### src/rtl/phase_accumulator_nch.sv
`default_nettype none
// ============================================================================
// Module      : phase_accumulator_nch
// Description : NUM_CH independent modulo-2^ACC_WIDTH phase accumulators with
//               per-channel offset, deferred (wrap-aligned) frequency updates
//               and a truncated phase word per channel for a sine LUT.
// Revision    : 1.0 - initial release
// ============================================================================
module phase_accumulator_nch #(
    parameter int ACC_WIDTH = 32,
    parameter int OUT_WIDTH = 12,
    parameter int NUM_CH    = 4
) (
    input  logic                          CLK,
    input  logic                          SCLR,
    input  logic                          CE,
    input  logic                          cfg_valid,
    output logic                          cfg_ready,
    input  logic [3:0]                    cfg_ch,
    input  logic [ACC_WIDTH-1:0]          cfg_inc,
    input  logic [ACC_WIDTH-1:0]          cfg_offset,
    input  logic                          cfg_defer,
    input  logic                          cfg_sync,
    output logic [NUM_CH*OUT_WIDTH-1:0]   phase_out,
    output logic                          phase_valid,
    output logic [NUM_CH-1:0]             wrap
);

    localparam int c_phase_shift = ACC_WIDTH - OUT_WIDTH;

    logic [NUM_CH-1:0] w_pending;
    logic [15:0]       w_pending_ext;
    logic              w_xfer;

    // Unused channel slots read as not pending, so out-of-range indices are always accepted.
    assign w_pending_ext = 16'(w_pending);
    assign cfg_ready     = ~w_pending_ext[cfg_ch];
    assign w_xfer        = cfg_valid & cfg_ready;

    always_ff @(posedge CLK) begin
        if (SCLR) begin
            phase_valid <= 1'b0;
        end else begin
            phase_valid <= CE;
        end
    end

    generate
        for (genvar c = 0; c < NUM_CH; c++) begin : g_ch
            localparam logic [3:0] c_ch_idx = 4'(c);

            logic [ACC_WIDTH-1:0] r_acc;
            logic [ACC_WIDTH-1:0] r_inc;
            logic [ACC_WIDTH-1:0] r_offset;
            logic [ACC_WIDTH-1:0] r_shadow_inc;
            logic                 r_pending;
            logic [OUT_WIDTH-1:0] r_phase;
            logic                 r_wrap;

            logic                 w_hit;
            logic [ACC_WIDTH:0]   w_sum;
            logic [ACC_WIDTH-1:0] w_acc_next;
            logic [ACC_WIDTH-1:0] w_inc_next;
            logic [ACC_WIDTH-1:0] w_offset_next;
            logic [ACC_WIDTH-1:0] w_shadow_next;
            logic                 w_pending_next;
            logic                 w_wrap_evt;
            logic [ACC_WIDTH-1:0] w_phase_full;

            assign w_hit = w_xfer & (cfg_ch == c_ch_idx);
            assign w_sum = {1'b0, r_acc} + {1'b0, r_inc};

            always_comb begin
                w_acc_next     = CE ? w_sum[ACC_WIDTH-1:0] : r_acc;
                w_wrap_evt     = CE & w_sum[ACC_WIDTH];
                w_inc_next     = r_inc;
                w_offset_next  = r_offset;
                w_shadow_next  = r_shadow_inc;
                w_pending_next = r_pending;

                if (w_hit) begin
                    w_offset_next = cfg_offset;
                    if (cfg_defer) begin
                        w_shadow_next = cfg_inc;
                    end
                    // A sync restart has no continuity to preserve, so a deferred
                    // increment is taken at once instead of waiting for a wrap.
                    if (!cfg_defer || cfg_sync) begin
                        w_inc_next = cfg_inc;
                    end else begin
                        w_pending_next = 1'b1;
                    end
                    if (cfg_sync) begin
                        w_acc_next = '0;
                        w_wrap_evt = 1'b0;
                    end
                end else if (r_pending && w_wrap_evt) begin
                    w_inc_next     = r_shadow_inc;
                    w_pending_next = 1'b0;
                end

                w_phase_full = w_acc_next + w_offset_next;
            end

            always_ff @(posedge CLK) begin
                if (SCLR) begin
                    r_acc        <= '0;
                    r_inc        <= '0;
                    r_offset     <= '0;
                    r_shadow_inc <= '0;
                    r_pending    <= 1'b0;
                    r_phase      <= '0;
                    r_wrap       <= 1'b0;
                end else begin
                    r_acc        <= w_acc_next;
                    r_inc        <= w_inc_next;
                    r_offset     <= w_offset_next;
                    r_shadow_inc <= w_shadow_next;
                    r_pending    <= w_pending_next;
                    r_phase      <= OUT_WIDTH'(w_phase_full >> c_phase_shift);
                    r_wrap       <= w_wrap_evt;
                end
            end

            assign w_pending[c]                        = r_pending;
            assign phase_out[c*OUT_WIDTH +: OUT_WIDTH] = r_phase;
            assign wrap[c]                             = r_wrap;
        end
    endgenerate

endmodule
`default_nettype wire
### config.mk
export PLATFORM = sky130hd
export DESIGN_NAME = phase_accumulator_nch
export DESIGN_NICKNAME = d
export VERILOG_FILES = /design/src/rtl/phase_accumulator_nch.sv
export SDC_FILE = /design/constraint.sdc
export NUM_CORES = 1
export LEC_CHECK = 0
export CORE_UTILIZATION = 56
export DETAILED_ROUTE_END_ITERATION = 6
export GPL_TIMING_DRIVEN = 0
export MAX_ROUTING_LAYER = met4
export PLACE_DENSITY_LB_ADDON = 0.3
export SYNTH_ARGS = -nofsm -noshare
export SYNTH_HDL_FRONTEND = slang
export SYNTH_SLANG_ARGS = --single-unit
export TNS_END_PERCENT = 50
### constraint.sdc
create_clock -name CLK -period 5.2 [get_ports CLK]
set_input_delay 1.04 -clock CLK [delete_from_list [all_inputs] [get_ports CLK]]
set_output_delay 1.04 -clock CLK [all_outputs]
set_load 0.1 [all_outputs]
# Word-level counts from Yosys, hierarchy flattened
# Cells that the tools add are included.
# Widths: inputs -> output; s select.
op_classes:
  magnitude_cmp: 1
  n_mux: 44
  n_addsub: 8
  n_reduce_logical: 23
  bitwise_logic: 10
  eq_ne: 11
ops:
  columns: ["cell", "n"]
  rows:
  - ["$mux 32", 25]
  - ["$add 32x32->33", 4]
  - ["$add 32x32->32", 4]
  - ["$reduce_and 2->1", 12]
  - ["$mux 1", 18]
  - ["$and 1x1->1", 9]
  - ["$eq 4x2->1 const B", 2]
  - ["$ne 2x1->1 const B", 4]
  - ["$ne 2x2->1 const B", 4]
  - ["$reduce_bool 2->1", 4]
  - ["$lt 4x5->1 const B", 1]
  - ["$bmux 1 s4", 1]
  - ["$eq 4x1->1 const B", 1]
  - ["$logic_and 1x1->1", 4]
  - ["$logic_not 4->1", 1]
  - ["$logic_not 1->1", 1]
  - ["$logic_or 1x1->1", 1]
  - ["$not 1->1", 1]
word_totals:
  input_bits: 74
  word_cells: 126
  ff_bits: 569

# Logic depth before layout (Yosys ltp)
depth:
  word_depth: 7
  depth_mapped: 23
  depth_no_buf: 22

# Least setup slack after synthesis
# Ideal clock, no wire load.
synth_timing:
  path_kind: "input to register"
  from: "input CE"
  to: "register g_ch[2].r_phase[11]"
  slack_ns: 0.030
  setup_time_ns: 0.121
  t_required_ns: 5.079
  arrival_ns: 5.049
  cell_stages: 17
  cell_sequence: "buf_2 clkbuf_1 clkbuf_1 clkbuf_1 clkbuf_1 mux2i_1 nor2_1 ha_1 a21o_1 a211oi_1 o21ai_0 a21oi_1 a21oi_1 a311o_1 and4_1 nor3_1 mux2_2"
synth_between:
  elab_chain_len: 4
synth_lines:
  columns: ["item", "line_no", "text"]
  rows:
  - ["from (decl)", "16", "input logic CE,"]
  - ["$mux 32 (*)", "74", "w_acc_next = CE ? w_sum[ACC_WIDTH-1:0] : r_acc;"]
  - ["$mux 32", "93", "if (cfg_sync) begin"]
  - ["$mux 32 (*)", "81", "if (w_hit) begin"]
  - ["named net g_ch[2].w_acc_next[11]", "62", "logic [ACC_WIDTH-1:0] w_acc_next;"]
  - ["$add 32x32->32 (*)", "102", "w_phase_full = w_acc_next + w_offset_next;"]
  - ["to (signal assigned)", "120", "r_phase <= OUT_WIDTH'(w_phase_full >> c_phase_shift);"]
  - ["to (decl)", "57", "logic [OUT_WIDTH-1:0] r_phase;"]
# Mark *: on every way through the listed nets, which the timed path passes. The rest lies on a longest branch.
# A chain may end at the register's enable or synchronous reset.

# Worst setup path in the final report
layout_timing:
  from: "input CE"
  to: "register g_ch[1].r_phase[11]"
layout_between:
  elab_chain_len: 4
layout_lines:
  columns: ["item", "line_no"]
  rows:
  - ["$mux 32 (*)", "74"]
  - ["$mux 32", "93"]
  - ["$mux 32 (*)", "81"]
  - ["named net g_ch[1].w_acc_next[13]", "62"]
  - ["$add 32x32->32 (*)", "102"]
  - ["to (signal assigned)", "120"]
  - ["to (decl)", "57"]
# Marks and branches as above.

==> reports/results.ini <==
[worst_setup_path]
critPathMaxFanout = 10
critical_path_arrival_ns = 5.62
start_kind = primary input
cpMaxStageDelayCell = clkbuf_1
setup.worst_path.end_class = flop
path_cells = clkbuf_4 -> clkbuf_4 -> clkbuf_4 -> clkbuf_1 -> nor2_1 -> a211oi_1 -> ha_1 -> nand2_1 -> nor2_1 -> a211oi_1 -> nand4_1 -> o21ai_1 -> a21oi_1 -> a31oi_1 -> a211oi_1 -> a31o_2
cp.required_ns = 5.68
cpPeakStageDelay_ns = 0.75
path_class = primary input to flop

[clocking]
root_buffer = clkbuf_16
cts_tree = built
cts-hold-fix-buffers = 0
cts.sinks = 569
cts.clk_slew.worst_paths_ns = 0.06
clock_latency_ns = 0.61
ctsLongestPathBuffers = 3
htree_levels = 3
cts_made_buffers = 66

[layout]
final_common_cell = nand2_1
post-route-util_pct = 65.3
layout_common_cells = nand2_1 (923), dfxtp_1 (567), nor2_1 (424)
final_cells = 5215
regArea_sq_mm = 0.0114
nets = 4724
syn2layout_area_growth_pct = 15.1
drive_gt1_share_pct = 8.07
multiInputGateArea_sq_mm = 0.0206
fill_cells = 5047

[drt]
first_iter_violations = 3760
drt-vias-per-instance = 6.19
drc = 0
totalWireLength_um = 123000
drtAntennaViolNets = 0
vias = 32300
wl_per_cell_um = 23.6
drt_pass1_iterations = 5

[global_route]
antenna_found_initial = 2
track_usage_pct = 41.2
overflow = 0
grt_pass1_vias = 28800
grt_first_pass_wirelength_um = 179000
grt_max_degree = 20

[sta]
fmax_ghz = 0.195
setup_violations = 0
finalMaxSlewViolations = 0
relSlewSlack_pct = 15.0
finalCritPeriodShare_pct = 98.8
period_needed_ns = 5.14
hold_violations = 0
grt_setup_unrepaired = true
worst_slack_ns = 0.0647
worst_pin_slew_ns = 1.27
setup_tns_ns = 0
skew_ns = 0.0240

[synthesis]
synth-seq-cells = 569
synth_edf_count = 0
ys.warnings.count = 0
synth.cell_area_sq_mm = 0.0328
synthCells = 4220
syn-num-nets = 4546
ys_seq_area_share_pct = 34.7
syn_area_per_cell_sq_um = 7.78
synth-async-reset-ratio_pct = 0
synth-main-ff-cell = dfxtp_1
ys_types = 94

[die]
core_region_area_sq_mm = 0.0578
initial_core_util_pct = 56.8
die_h_um = 244
die_w_um = 244
fp-row-count = 88
dieArea_sq_mm = 0.0596
io_pins = 128

[place]
dp_cells = 5078
dp_hpwl_um = 94700
gp_congestion = 1.02
numPortBuffers = 93
pre_cts_ws_ns = -2.57

[pwr]
ir_drop_v = 0.000279
p_leak_nw = 16.2
p_per_area_mw_per_mm2 = 296

[flow_run]
drv_cap = 0

[outcome]
outcome = completed

[hold_path]
worstHoldPathType = flop to flop

==> cells by family (layout without fill, tap and decap cells) <==
logic type	Yosys count	in the layout	synth area share, %
and+or+nand+nor	1867	1867	25.1
DFF	569	569	34.7
xor gates and xnor gates	126	126	3.36
muxes	117	117	3.58
adders and majority gates	252	252	9.70
other	0	3	0
AOI/OAI and AO/OA	958	958	19.5
buffers and inverters	331	558	4.12
==> layer usage <==
layer	part of all wire (%)	track usage, %
met1	43	58.1
met2	40	56.9
met3	12	8.68
met4	4.4	16.1
met5	0	-
==> flip-flops by register name (all words and copies together) (netlist names) <==
name	count
g_ch.r_acc	128
g_ch.r_pending	4
g_ch.r_inc	128
g_ch.r_shadow_inc	128
g_ch.r_phase	48
phase_valid	1
g_ch.r_offset	128
g_ch.r_wrap	4
==> what timing repair did <==
action / in CTS / in global routing
endpoints found under the setup margin: 48 / 30
gates resized for setup: 80 / 109
pin swaps: 5 / 16
buffers inserted: 7 / 15
==> path summary, 6_finish.rpt <==
path | slack, ns | to | startpoint | depth (start not counted)
worst max-delay path | 0.06 | g_ch[1].r_phase[11] | CE | 16
worst min-delay path | 0.45 | g_ch[0].r_shadow_inc[26] | g_ch[0].r_shadow_inc[26] | 2
worst max register to register | 0.14 | g_ch[0].r_phase[11] | g_ch[0].r_inc[0] | 22
worst min register to register | 0.45 | g_ch[0].r_shadow_inc[26] | g_ch[0].r_shadow_inc[26] | 2
==> cell usage after synthesis (32+ instances only) <==
library cell | number | area share (%)
dfxtp_1 | 569 | 35
ha_1 | 248 | 9.5
xnor2_1 | 75 | 2.0
nor2_1 | 435 | 5.0
xor2_1 | 51 | 1.4
nor3_1 | 95 | 1.4
a21oi_1 | 371 | 5.7
nand2_1 | 924 | 11
nor3b_1 | 38 | 0.87
clkbuf_1 | 183 | 2.1
a221o_1 | 36 | 1.1
nor2b_1 | 164 | 3.1
nand3_1 | 59 | 0.90
a21o_1 | 84 | 1.9
clkbuf_2 | 32 | 0.49
inv_1 | 61 | 0.70
a311oi_1 | 65 | 1.7
o21ai_0 | 101 | 1.5
mux2i_1 | 114 | 3.5
a211oi_1 | 75 | 1.7
==> critical path: cells and delay by family <==
kind                       cells  cell delay [ns]
and+or+nand+nor                4             0.48
AOI/OAI and AO/OA              7             2.01
buffers and inverters          4             1.66
adders and majority gates      1             0.39
==> where the power goes <==
| part | switching, W | internal [W] |
|---|---|---|
| sequential | 0.000132 | 0.00450 |
| clock | 0.00196 | 0.00304 |
| combinational | 0.00107 | 0.000491 |
| total | 0.00316 | 0.00802 |
==> cell type report <==
| class | count | share of cell area, % |
|---|---|---|
| Sequential cell | 569 | 30.2 |
| Clock buffer | 98 | 5.34 |
| Timing Repair Buffer | 115 | 2.91 |
| Multi-Input combinational cell | 3320 | 54.4 |
| Clock inverter | 19 | 0.789 |
| Inverter | 61 | 0.616 |
| Antenna cell | 3 | 0.0199 |
| Buffer | 265 | 3.20 |
| Tap cell | 765 | 2.53 |
==> stage by stage <==
step | instance area (sq um) | total power, W | hold slack (ns)
after floorplan | 32800 | 0.00563 | 0.428
after global placement | 34700 | 0.00617 | 0.440
after detailed placement | 34700 | 0.00618 | 0.446
after CTS | 37300 | 0.0111 | 0.455
after global routing | 37800 | 0.0115 | 0.471
final | 37800 | 0.0112 | 0.453
No activity file was read; power rests on OpenSTA's default activity.
